`src/rtl/stage_mem.sv`:
```
// Memory-access pipeline stage: takes EX results over valid/ready, runs data-memory
// load/store transactions with byte-lane steering, and emits one write-back packet per op.
module stage_mem #(
    parameter int unsigned DATA_W = 32,
    parameter int unsigned ADDR_W = 32,
    parameter int unsigned REG_W  = 5
) (
    input  logic              clk,
    input  logic              rst_n,
    input  logic              ex_valid,
    output logic              ex_ready,
    input  logic              flush,
    input  logic [DATA_W-1:0] ex_alu_result,
    input  logic [DATA_W-1:0] ex_store_data,
    input  logic [REG_W-1:0]  ex_rd,
    input  logic              ex_reg_write,
    input  logic              ex_mem_read,
    input  logic              ex_mem_write,
    input  logic [1:0]        ex_mem_size,
    input  logic              ex_mem_signed,
    output logic              dmem_req,
    output logic              dmem_we,
    output logic [ADDR_W-1:0] dmem_addr,
    output logic [DATA_W-1:0] dmem_wdata,
    output logic [3:0]        dmem_be,
    input  logic              dmem_ack,
    input  logic [DATA_W-1:0] dmem_rdata,
    output logic              wb_valid,
    output logic              wb_reg_write,
    output logic [REG_W-1:0]  wb_rd,
    output logic [DATA_W-1:0] wb_data,
    output logic              misalign_exc
);

    typedef enum logic [0:0] {StIdle, StAccess} state_e;

    localparam logic [1:0] SizeByte = 2'b00;
    localparam logic [1:0] SizeHalf = 2'b01;
    localparam logic [1:0] SizeWord = 2'b10;

    state_e             state_q;

    // Attributes of the op in flight, needed when the ack returns
    logic [REG_W-1:0]   op_rd_q;
    logic               op_reg_write_q;
    logic               op_load_q;
    logic [1:0]         op_size_q;
    logic               op_signed_q;
    logic [1:0]         op_off_q;

    logic               accept;
    logic               is_mem;
    logic               is_load;
    logic               misaligned;
    logic [1:0]         ex_off;
    logic [3:0]         st_be;
    logic [DATA_W-1:0]  st_wdata;
    logic [DATA_W-1:0]  ld_word;
    logic [DATA_W-1:0]  ld_data;

    assign ex_ready = (state_q == StIdle);
    assign accept   = ex_valid && ex_ready && !flush;
    assign is_mem   = ex_mem_read || ex_mem_write;
    // Read+write together is illegal and resolved as a load
    assign is_load  = ex_mem_read;
    assign ex_off   = ex_alu_result[1:0];

    always_comb begin
        misaligned = 1'b0;
        case (ex_mem_size)
            SizeByte: misaligned = 1'b0;
            SizeHalf: misaligned = ex_off[0];
            SizeWord: misaligned = (ex_off != 2'b00);
            default:  misaligned = 1'b1;
        endcase
    end

    always_comb begin
        st_be    = 4'b1111;
        st_wdata = ex_store_data;
        if (!is_load) begin
            case (ex_mem_size)
                SizeByte: begin
                    st_be    = 4'b0001 << ex_off;
                    st_wdata = {4{ex_store_data[7:0]}};
                end
                SizeHalf: begin
                    st_be    = ex_off[1] ? 4'b1100 : 4'b0011;
                    st_wdata = {2{ex_store_data[15:0]}};
                end
                default: begin
                    st_be    = 4'b1111;
                    st_wdata = ex_store_data;
                end
            endcase
        end
    end

    assign ld_word = dmem_rdata >> {op_off_q, 3'b000};

    always_comb begin
        ld_data = ld_word;
        case (op_size_q)
            SizeByte: ld_data = {{24{op_signed_q & ld_word[7]}}, ld_word[7:0]};
            SizeHalf: ld_data = {{16{op_signed_q & ld_word[15]}}, ld_word[15:0]};
            default:  ld_data = ld_word;
        endcase
    end

    always_ff @(posedge clk or negedge rst_n) begin
        if (!rst_n) begin
            state_q        <= StIdle;
            dmem_req       <= 1'b0;
            dmem_we        <= 1'b0;
            dmem_addr      <= '0;
            dmem_wdata     <= '0;
            dmem_be        <= 4'b0000;
            wb_valid       <= 1'b0;
            wb_reg_write   <= 1'b0;
            wb_rd          <= '0;
            wb_data        <= '0;
            misalign_exc   <= 1'b0;
            op_rd_q        <= '0;
            op_reg_write_q <= 1'b0;
            op_load_q      <= 1'b0;
            op_size_q      <= 2'b00;
            op_signed_q    <= 1'b0;
            op_off_q       <= 2'b00;
        end else begin
            wb_valid     <= 1'b0;
            misalign_exc <= 1'b0;
            case (state_q)
                StIdle: begin
                    if (accept) begin
                        if (!is_mem) begin
                            wb_valid     <= 1'b1;
                            wb_reg_write <= ex_reg_write;
                            wb_rd        <= ex_rd;
                            wb_data      <= ex_alu_result;
                        end else if (misaligned) begin
                            misalign_exc <= 1'b1;
                            wb_valid     <= 1'b1;
                            wb_reg_write <= 1'b0;
                            wb_rd        <= ex_rd;
                        end else begin
                            state_q        <= StAccess;
                            dmem_req       <= 1'b1;
                            dmem_we        <= !is_load;
                            dmem_addr      <= {ex_alu_result[ADDR_W-1:2], 2'b00};
                            dmem_wdata     <= st_wdata;
                            dmem_be        <= st_be;
                            op_rd_q        <= ex_rd;
                            op_reg_write_q <= ex_reg_write;
                            op_load_q      <= is_load;
                            op_size_q      <= ex_mem_size;
                            op_signed_q    <= ex_mem_signed;
                            op_off_q       <= ex_off;
                        end
                    end
                end
                StAccess: begin
                    // Flush is deliberately ignored: an issued access must complete
                    if (dmem_ack) begin
                        state_q      <= StIdle;
                        dmem_req     <= 1'b0;
                        wb_valid     <= 1'b1;
                        wb_rd        <= op_rd_q;
                        wb_reg_write <= op_load_q && op_reg_write_q;
                        if (op_load_q) begin
                            wb_data <= ld_data;
                        end
                    end
                end
                default: state_q <= StIdle;
            endcase
        end
    end

endmodule
```
`config.mk`:
```
export PLATFORM = sky130hd
export DESIGN_NAME = stage_mem
export DESIGN_NICKNAME = d
export VERILOG_FILES = /design/src/rtl/stage_mem.sv
export SDC_FILE = /design/constraint.sdc
export NUM_CORES = 1
export LEC_CHECK = 0
export BUFFER_PORTS_ARGS = -buffer_cell sky130_fd_sc_hd__buf_2
export CAP_MARGIN = 20
export CORE_MARGIN = 1
export CORE_UTILIZATION = 38
export CTS_CLUSTER_DIAMETER = 80
export DETAILED_ROUTE_END_ITERATION = 10
export HOLD_SLACK_MARGIN = 0.06
export PLACE_DENSITY = 0.75
export SETUP_SLACK_MARGIN = 0.02
export SLEW_MARGIN = 20
export SYNTH_ARGS = -nofsm -noshare
export SYNTH_HDL_FRONTEND = slang
export SYNTH_SLANG_ARGS = --single-unit
export TNS_END_PERCENT = 20
```
`constraint.sdc`:
```
create_clock -name clk -period 1.6 [get_ports clk]
set_input_delay 0.08 -clock clk [delete_from_list [all_inputs] [get_ports clk]]
set_output_delay 0.08 -clock clk [all_outputs]
set_load 0.02 [all_outputs]
```
---- After elaboration in Yosys (flattened, before gate mapping) ----
Cells that the tools add are included.
operators by class
  bitwise gates (word level) .............. 4
  shift-type cells ........................ 2
  multiplexer cells ....................... 40
  eq/ne operators ......................... 10
  reductions and logical operators ........ 13
operator list
  cell                                                    number
  case mux 32 bit (2 select lines)                        3
  2-to-1 mux 32 bit                                       5
  >> shifter 32 x 5 -> 32 bit                             1
  2-to-1 mux 5 bit                                        4
  2-to-1 mux 1 bit                                        19
  AND reduction 4 bit                                     3
  case mux 5 bit (2 select lines)                         1
  2-to-1 mux 4 bit                                        2
  case mux 1 bit (2 select lines)                         4
  case mux 4 bit (2 select lines)                         1
  inequality test 2 x 1 -> 1 bit (second input constant)  3
  inequality test 2 bit (second input constant)           3
  equality test 2 x 1 -> 1 bit (second input constant)    2
  zero test 2 bit                                         2
  left shift 1 x 2 -> 4 bit (first input constant)        1
  logical AND 1 bit                                       3
  inequality test 3 x 2 -> 1 bit (second input constant)  1
  case mux 1 bit (3 select lines)                         1
  AND reduction 3 bit                                     1
  AND 1 bit                                               2
  equality test 2 bit (second input constant)             1
  zero test 1 bit                                         2
  NOT 1 bit                                               2
  nonzero test 2 bit                                      1
  logical OR 1 bit                                        1
storage, ports and cells
  output and inout bits ................... 111
  input port bits ......................... 112
  word-level logic and storage cells ...... 86
  bits in registers ....................... 121

---- Depth between registers and ports, before layout ----
Gate-level depths: netlist (run 1).
  word-level depth ........................ 6
  depth in mapped cells ................... 7
  depth with buffers taken out ............ 4

---- Least setup slack after synthesis (run 1) ----
Ideal clock, no wire load.
  path type ............................... reg-to-reg
  start ................................... register op_off_q[1]
  end ..................................... register wb_data[29]
  arrival ................................. 1632 ps
  stages on the path, launching flop included .. 7
  period minus slack after synthesis ...... 1726 ps
  slack ................................... -126 ps
  data required time ...................... 1506 ps
  path buffers ............................ 2
  setup time .............................. 94 ps
  path through ............................ dfrtp_1 > buf_4 > and2_1 > a221oi_2 > a31oi_2 > buf_4 > a221oi_2
between the ends
  longest elaborated chain between the ends .. 6
  elaborated cells on any way between the ends .. 7
  classes of those cells .................. 1 x shift; 4 x mux; 2 x bitwise
ends and longest elaborated chain
  what                                  line      text
  from (decl)                           49        logic [1:0] op_off_q;
  from (signal assigned)                157       op_off_q <= ex_off;
  >> shifter 32 x 5 -> 32 bit (*)       99        assign ld_word = dmem_rdata >> {op_off_q, 3'b000};
  AND 1 bit (on tied branches)          105, 104
  case mux 32 bit (2 select lines) (*)  103       case (op_size_q)
  2-to-1 mux 32 bit (*)                 169       if (op_load_q) begin
  2-to-1 mux 32 bit (*)                 163       if (dmem_ack) begin
  case mux 32 bit (2 select lines) (*)  132       case (state_q)
  to (signal assigned)                  139       wb_data <= ex_alu_result;
  to (signal assigned)                  170       wb_data <= ld_data;
  to (decl)                             31        output logic [DATA_W-1:0] wb_data,
Mark *: on every way between the ends. The rest lies on a longest branch, timed or not. The select of a mux whose other input is x is not followed.
A chain may end at the register's enable or synchronous reset.

---- Worst setup path after layout (run 1) ----
  start ................................... register state_q
  end ..................................... register dmem_wdata[13]
between the ends
  longest elaborated chain between the ends .. 4
ends and longest elaborated chain
  what                               line  text
  from (decl)                        41    state_e state_q;
  from (signal assigned)             112   state_q <= StIdle;
  from (signal assigned)             146   state_q <= StAccess;
  from (signal assigned)             164   state_q <= StIdle;
  NOT 1 bit (no line) (*)            -
  logical AND 1 bit (2 in series)    62    assign accept = ex_valid && ex_ready && !flush;
  AND reduction 4 bit (no line) (*)  -
  to (signal assigned)               150   dmem_wdata <= st_wdata;
  to (decl)                          24    output logic [DATA_W-1:0] dmem_wdata,
Mark *: on every way between the ends. The rest lies on a longest branch, timed or not.

==> qor.csv, run 1 <==
stage,metric,value,unit
critical_path,Critical Path Sink Type,flop,
clock_network,TritonCTS Sinks,121,
sta,Setup Viol. Count Final,1,
die,core region area,15300,um^2
critical_path,CP max-delay cell,dfrtp_2,
place,hpwl dp,11900,um
run_status,failing checks,negative setup slack,
route,Avg WL per Cell,17.9,um
yosys,Main synth FF type,dfrtp_1,
sta,fin crit period,1.61,ns
hold_path,Hold Path Class,primary input to flop,
clock_network,clock slew at reported path FFs,0.06,ns
die,Initial Util,0.390,
pwr,Peak VDD IR,906,uV
die,die span in x,127,um
critical_path,Crit Path Category,flop to flop,
clock_network,Skew-Pair Late Insertion Delay,0.41,ns
pwr,Pwr Density,1480,nW/um^2
global_route,GRT overflow,0,
global_route,Total Routing Usage GR,0.235,
run_status,outcome,"complete, but fails checks",
clock_network,CTS buffer count,17,
clock_network,CTS tree,yes,
die,Die Area,16200,um^2
yosys,most common cell in the netlist,dfrtp_1,
route,DR pass1 iterations,5,
critical_path,CP startpoint,state_q,
yosys,Synth Cell Area,5950,um^2
route,Post-DRT Antenna Nets,0,
sta,Layout Skew,0.00784,ns
critical_path,crit-path max cell delay,0.46,ns
sta,min setup slack post-route,-0.00703,ns
route,DRC,0,
pwr,static leakage,4.34,nW
layout,Multi-input gate area,2800,um^2
sta,Worst Tran Pin Value,0.660,ns
die,I/O pin cnt,223,
sta,Pins Over Slew Limit,0,
route,Vias,5379,
sta,unrepaired setup endpoints after global routing,yes,
sta,fin crit share,1.00,
critical_path,"Req. time, crit path",1.90,ns
die,Cell Rows,45,
yosys,commonest cells in the netlist,"dfrtp_1 (121), mux2_2 (77), nor2_1 (76)",
route,1st-iter DRT viols,305,
place,placed cell area,7500,um^2
job,Max-cap violations,0,
critical_path,Worst Path Arrival,1.91,ns
layout,layout net count,952,
hold_path,Worst Hold Launch,ex_alu_result[0],
yosys,synth unique cells,34,
yosys,"FF+latch count, synth",121,
die,die height,127,um
global_route,initial antenna violation count,0,
yosys,sequential area share after synthesis,0.509,
layout,layout cells sized above 1,0.495,
sta,Final Hold Vio Count,0,
yosys,"top cells by area, synth","dfrtp_1 (51%), mux2_2 (15%), a221oi_2 (5.3%), nor2_1 (4.8%), mux2i_1 (3.9%)",
yosys,"EDFF count, synth",0,
sta,Slew headroom,0.557,
layout,Area growth syn-to-layout,54.3,%
clock_network,clock buffer depth,2,
yosys,Mapped Cells,514,
yosys,top-area cell type share of the netlist area,0.509,
critical_path,"Critical Path, Cell by Cell",nor3b_2 > o211ai_1 > buf_4 > buf_12 > o31ai_2,
yosys,fraction of registers with async set/reset,1.00,
route,final wirelength,19000,um
yosys,"Avg Cell Area, Syn",11.6,um^2
sta,Max Fclk,622,MHz
place,Port Buffers,220,
route,via/cell ratio,5.06,
critical_path,Startpoint Class,flop,
layout,# diodes,0,
layout,Filler cells,1192,
critical_path,reg-to-reg critical path startpoint,state_q,
clock_network,Root Driver,clkbuf_16,
sta,final hold slack,0.0588,ns
clock_network,H-tree Lvls,4,
global_route,vias in the first global route,5529,
yosys,Syn. warnings,0,
global_route,global-route wire length before repair,29300,um
yosys,post-synth top area cell,dfrtp_1,
layout,area occupied by registers,3030,um^2
global_route,pin count of the biggest net entering global routing,78,
critical_path,critical path peak fanout,28,
layout,"Design Area, Final",9170,um^2
pwr,Overall Power,13.5,mW
place,placer's final routability congestion estimate,0.791,
==> metrics by stage <==
step                 util  cells  TNS (ns)  setup WS (ns)
floorplan               -    515    -0.374        -0.0750
detailed placement  0.492    942    -0.260        -0.0460
finish              0.601   1064  -0.00703       -0.00703
global route        0.601   1064     -1.56        -0.0787
global placement    0.492    942   -0.0451        -0.0299
CTS                 0.590   1059         0         0.0201
==> layer usage <==
metal | global-route usage | share of wire | routed length (um)
met1 | 0.289 | 0.42 | 8010
met2 | 0.399 | 0.50 | 9450
met3 | 0.0657 | 0.061 | 1170
met4 | 0.0812 | 0.021 | 399
met5 | 0 | 0 | 0
==> cell families after synthesis <==
group                  after synthesis  share of synthesized area
buffers and inverters               44                     0.0387
muxes                              108                      0.215
AOI/OAI and AO/OA                   92                      0.134
and+or+nand+nor                    148                      0.102
other                                1                   0.000631
DFF                                121                      0.509
==> registers in the layout (all words and copies together) (netlist names) <==
name            cells
dmem_addr          30
op_size_q           2
dmem_we             1
wb_data            32
state_q             1
op_off_q            2
wb_valid            1
dmem_be             4
op_signed_q         1
misalign_exc        1
op_load_q           1
op_rd_q             5
wb_reg_write        1
wb_rd               5
dmem_req            1
op_reg_write_q      1
dmem_wdata         32
==> cell usage in the layout (no fill, tap or decap), types with 8 or more instances in the layout <==
cell and n:
nor2_1 74, nor2b_1 8, nand2_1 50, buf_12 8
o21ai_0 21, mux4_2 8, dlygate4sd3_1 82, a21oi_1 14
buf_4 31, clkbuf_16 20, a221oi_2 21, dfrtp_1 119
mux2_2 77, a22oi_1 8, mux2i_1 23, buf_2 219
==> power breakdown <==
part,leakage (nW),total (mW),internal (mW),switching (mW)
combinational,2.61,5.03,2.16,2.87
clock,0.289,3.94,2.53,1.41
sequential,1.44,4.58,4.05,0.530
==> path summary, 6_finish.rpt <==
kind	cells after the start	slack, ns	to
setup / recovery	5	-0.007	dmem_wdata[13]
hold / removal	3	0.06	misalign_exc
setup reg to reg	5	-0.007	dmem_wdata[13]
hold reg to reg	2	0.47	dmem_be[2]
max in group asynchronous	3	0.75	op_rd_q[3]
min in group asynchronous	3	0.24	wb_rd[1]
==> critical path: cells and delay by family (launching register included) <==
| kind | cells | cell delay, ns |
|---|---|---|
| flip-flops | 1 | 0.46 |
| buffers and inverters | 2 | 0.38 |
| AO/OA/AOI/OAI | 2 | 0.46 |
| AND/OR/NAND/NOR | 1 | 0.20 |
==> layout make-up <==
cell class,count,area share
Multi-Input combinational cell,350,0.305
Sequential cell,121,0.330
Tap cell,211,0.0288
Clock inverter,11,0.0158
Timing Repair Buffer,346,0.268
Inverter,4,0.00164
Clock buffer,21,0.0502
==> timing repair <==
action	CTS	global route
endpoints found under the setup margin	23	85
setup buffers	1	2
gates cloned	2	3
pin swaps	2	2
resized for setup	3	15
endpoints found under the hold margin	230	0
hold buffers	82	0
No activity file was read; power rests on OpenSTA's default activity.
==> run 2, diff against run 1 <==
--- a/config.mk
+++ b/config.mk
@@ -5,14 +5,14 @@
 export SDC_FILE = /design/constraint.sdc
 export NUM_CORES = 1
 export LEC_CHECK = 0
-export BUFFER_PORTS_ARGS = -buffer_cell sky130_fd_sc_hd__buf_2
 export CAP_MARGIN = 20
 export CORE_MARGIN = 1
 export CORE_UTILIZATION = 38
 export CTS_CLUSTER_DIAMETER = 80
 export DETAILED_ROUTE_END_ITERATION = 10
+export DONT_BUFFER_PORTS = 1
 export HOLD_SLACK_MARGIN = 0.06
-export PLACE_DENSITY = 0.75
+export PLACE_DENSITY = 0.62
 export SETUP_SLACK_MARGIN = 0.02
 export SLEW_MARGIN = 20
 export SYNTH_ARGS = -nofsm -noshare
==> qor.csv, run 2 (synthesis results as in run 1) <==
stage,metric,value,unit
run_status,outcome,"complete, but fails checks",
run_status,failing checks,"negative hold slack, negative setup slack",
critical_path,Startpoint Class,flop,
pwr,sequential share of power,0.482,
route,DR pass1 iterations,4,
sta,Setup Viol. Count Final,31,
pwr,clock power share,0.298,
global_route,pin count of the biggest net entering global routing,122,
sta,fin crit share,1.02,
die,die height,127,um
clock_network,hold_buf cts,117,
pwr,static leakage,3.51,nW
sta,Max Fclk,610,MHz
sta,final hold slack,-0.641,ns
clock_network,clock buffer depth,2,
critical_path,r2r worst-path depth,5,
die,die span in x,127,um
layout,Area growth syn-to-layout,38.4,%
critical_path,r2r setup slk,-0.04,ns
route,via/cell ratio,5.44,
route,DRC,0,
sta,unrepaired setup endpoints after global routing,yes,
layout,most frequent cells in the layout,"dfrtp_1 (119), dlygate4sd3_1 (117), mux2_2 (77), nor2_1 (70), nand2_1 (50)",
pwr,internal power,7.91,mW
layout,layout net count,760,
place,placer's final routability congestion estimate,0.801,
route,Avg WL per Cell,20.8,um
sta,fin crit period,1.64,ns
critical_path,Worst Path Arrival,1.94,ns
die,I/O pin cnt,223,
critical_path,Critical Path Sink Type,flop,
place,Port Buffers,0,
hold_path,Hold Path Class,primary input to async pin,
critical_path,critical path peak fanout,60,
clock_network,CTS tree,yes,
sta,setup_tns,-0.615,ns
clock_network,Skew-Pair Late Insertion Delay,0.41,ns
sta,Pins Over Slew Limit,0,
pwr,Peak VDD IR,675,uV
clock_network,clock slew at reported path FFs,0.05,ns
critical_path,Top delay family on crit path,flip-flops,
global_route,global-route wire length before repair,28000,um
clock_network,CTS buffer count,17,
route,1st-iter DRT viols,213,
die,core region area,15300,um^2
global_route,initial antenna violation count,0,
pwr,Overall Power,12.4,mW
route,Vias,4740,
critical_path,Reg2Reg Capture Point,dmem_wdata[0],
critical_path,CP max-delay cell,dfrtp_2,
pwr,Psw,4.48,mW
sta,Final Hold Vio Count,121,
die,Die Area,16200,um^2
sta,Layout Skew,0.00445,ns
layout,Filler cells,1292,
global_route,Total Routing Usage GR,0.230,
pwr,Comb power frac,0.220,
job,Max-cap violations,0,
place,dpl ws,-0.113,ns
global_route,GRT overflow,0,
critical_path,"Req. time, crit path",1.90,ns
critical_path,Crit path buffers/inverters,2,
place,hpwl dp,11400,um
clock_network,H-tree Lvls,4,
die,Cell Rows,45,
clock_network,Root Driver,clkbuf_16,
critical_path,crit-path max cell delay,0.45,ns
critical_path,reg-to-reg critical path startpoint,state_q,
critical_path,"Critical Path, Cell by Cell",nor3b_2 > o211ai_1 > buf_4 > buf_12 > mux2_2,
layout,largest registers,"dmem_wdata: 32 flops, wb_data: 32 flops, dmem_addr: 30 flops",
pwr,Net Sw Frac,0.362,
critical_path,Crit Path Category,flop to flop,
pwr,Pwr Density,1510,nW/um^2
layout,layout cells sized above 1,0.297,
clock_network,TritonCTS Sinks,121,
route,Post-DRT Antenna Nets,0,
sta,min setup slack post-route,-0.0388,ns
global_route,vias in the first global route,5060,
layout,"commonest non-fill, non-tap cell in the layout",dfrtp_1,
layout,# diodes,0,
die,Initial Util,0.390,
route,final wirelength,18100,um
## run 2: timing repair
item | in CTS | in global routing
cloned | 1 | 1
pin swaps | 3 | 0
endpoints found under the hold margin | 241 | 121
setup endpoints to repair | 60 | 99
setup buffers | 2 | 1
resized for setup | 7 | 18
## run 2: power by group through the flow
| stage | sequential (mW) | combinational, mW | clock (mW) |
|---|---|---|---|
| after floorplan | 5.70 | 1.85 | 0 |
| after global placement | 5.96 | 2.20 | 0 |
| after detailed placement | 5.98 | 2.30 | 0 |
| after CTS | 5.95 | 2.64 | 3.76 |
| after global routing | 6.10 | 2.98 | 3.91 |
| final | 5.97 | 2.72 | 3.69 |
## run 2: worst max-delay path by stage
stage / start / endpoint / cells after the start
5_1_grt: op_off_q[0] / wb_data[31] / 6
4_1_cts: op_off_q[0] / wb_data[29] / 6
6_report: state_q / dmem_wdata[0] / 5
2_1_floorplan: op_off_q[1] / wb_data[29] / 6
3_5_place_dp: op_off_q[1] / wb_data[13] / 4
3_3_place_gp: op_off_q[1] / wb_data[12] / 4
## run 2: cell type report
type,instances,area (um^2),share of cell area
clock buffers,23,468,0.0569
multi-input cells,350,2790,0.339
flip-flops and latches,121,3030,0.368
well taps,211,264,0.0321
inverters,4,15.0,0.00182
repair buffers,154,1560,0.190
clock inverters,9,97.6,0.0119
## run 2: layer usage
layer  routed length (um)  track usage  vias to the layer above
met3                 1790       0.0942                       18
met2                 9310        0.402                      212
met4                  187       0.0763                        0
met5                    0            0                        -
li1                     -            -                     2108
met1                 6850        0.254                     2402
## run 2: stage by stage
step | util | instance area, um^2 | cells
global route | 0.539 | 8230 | 872
detailed placement | 0.416 | 6340 | 718
finish | 0.539 | 8230 | 872
floorplan | - | 5990 | 515
global placement | 0.416 | 6340 | 718
CTS | 0.535 | 8160 | 870
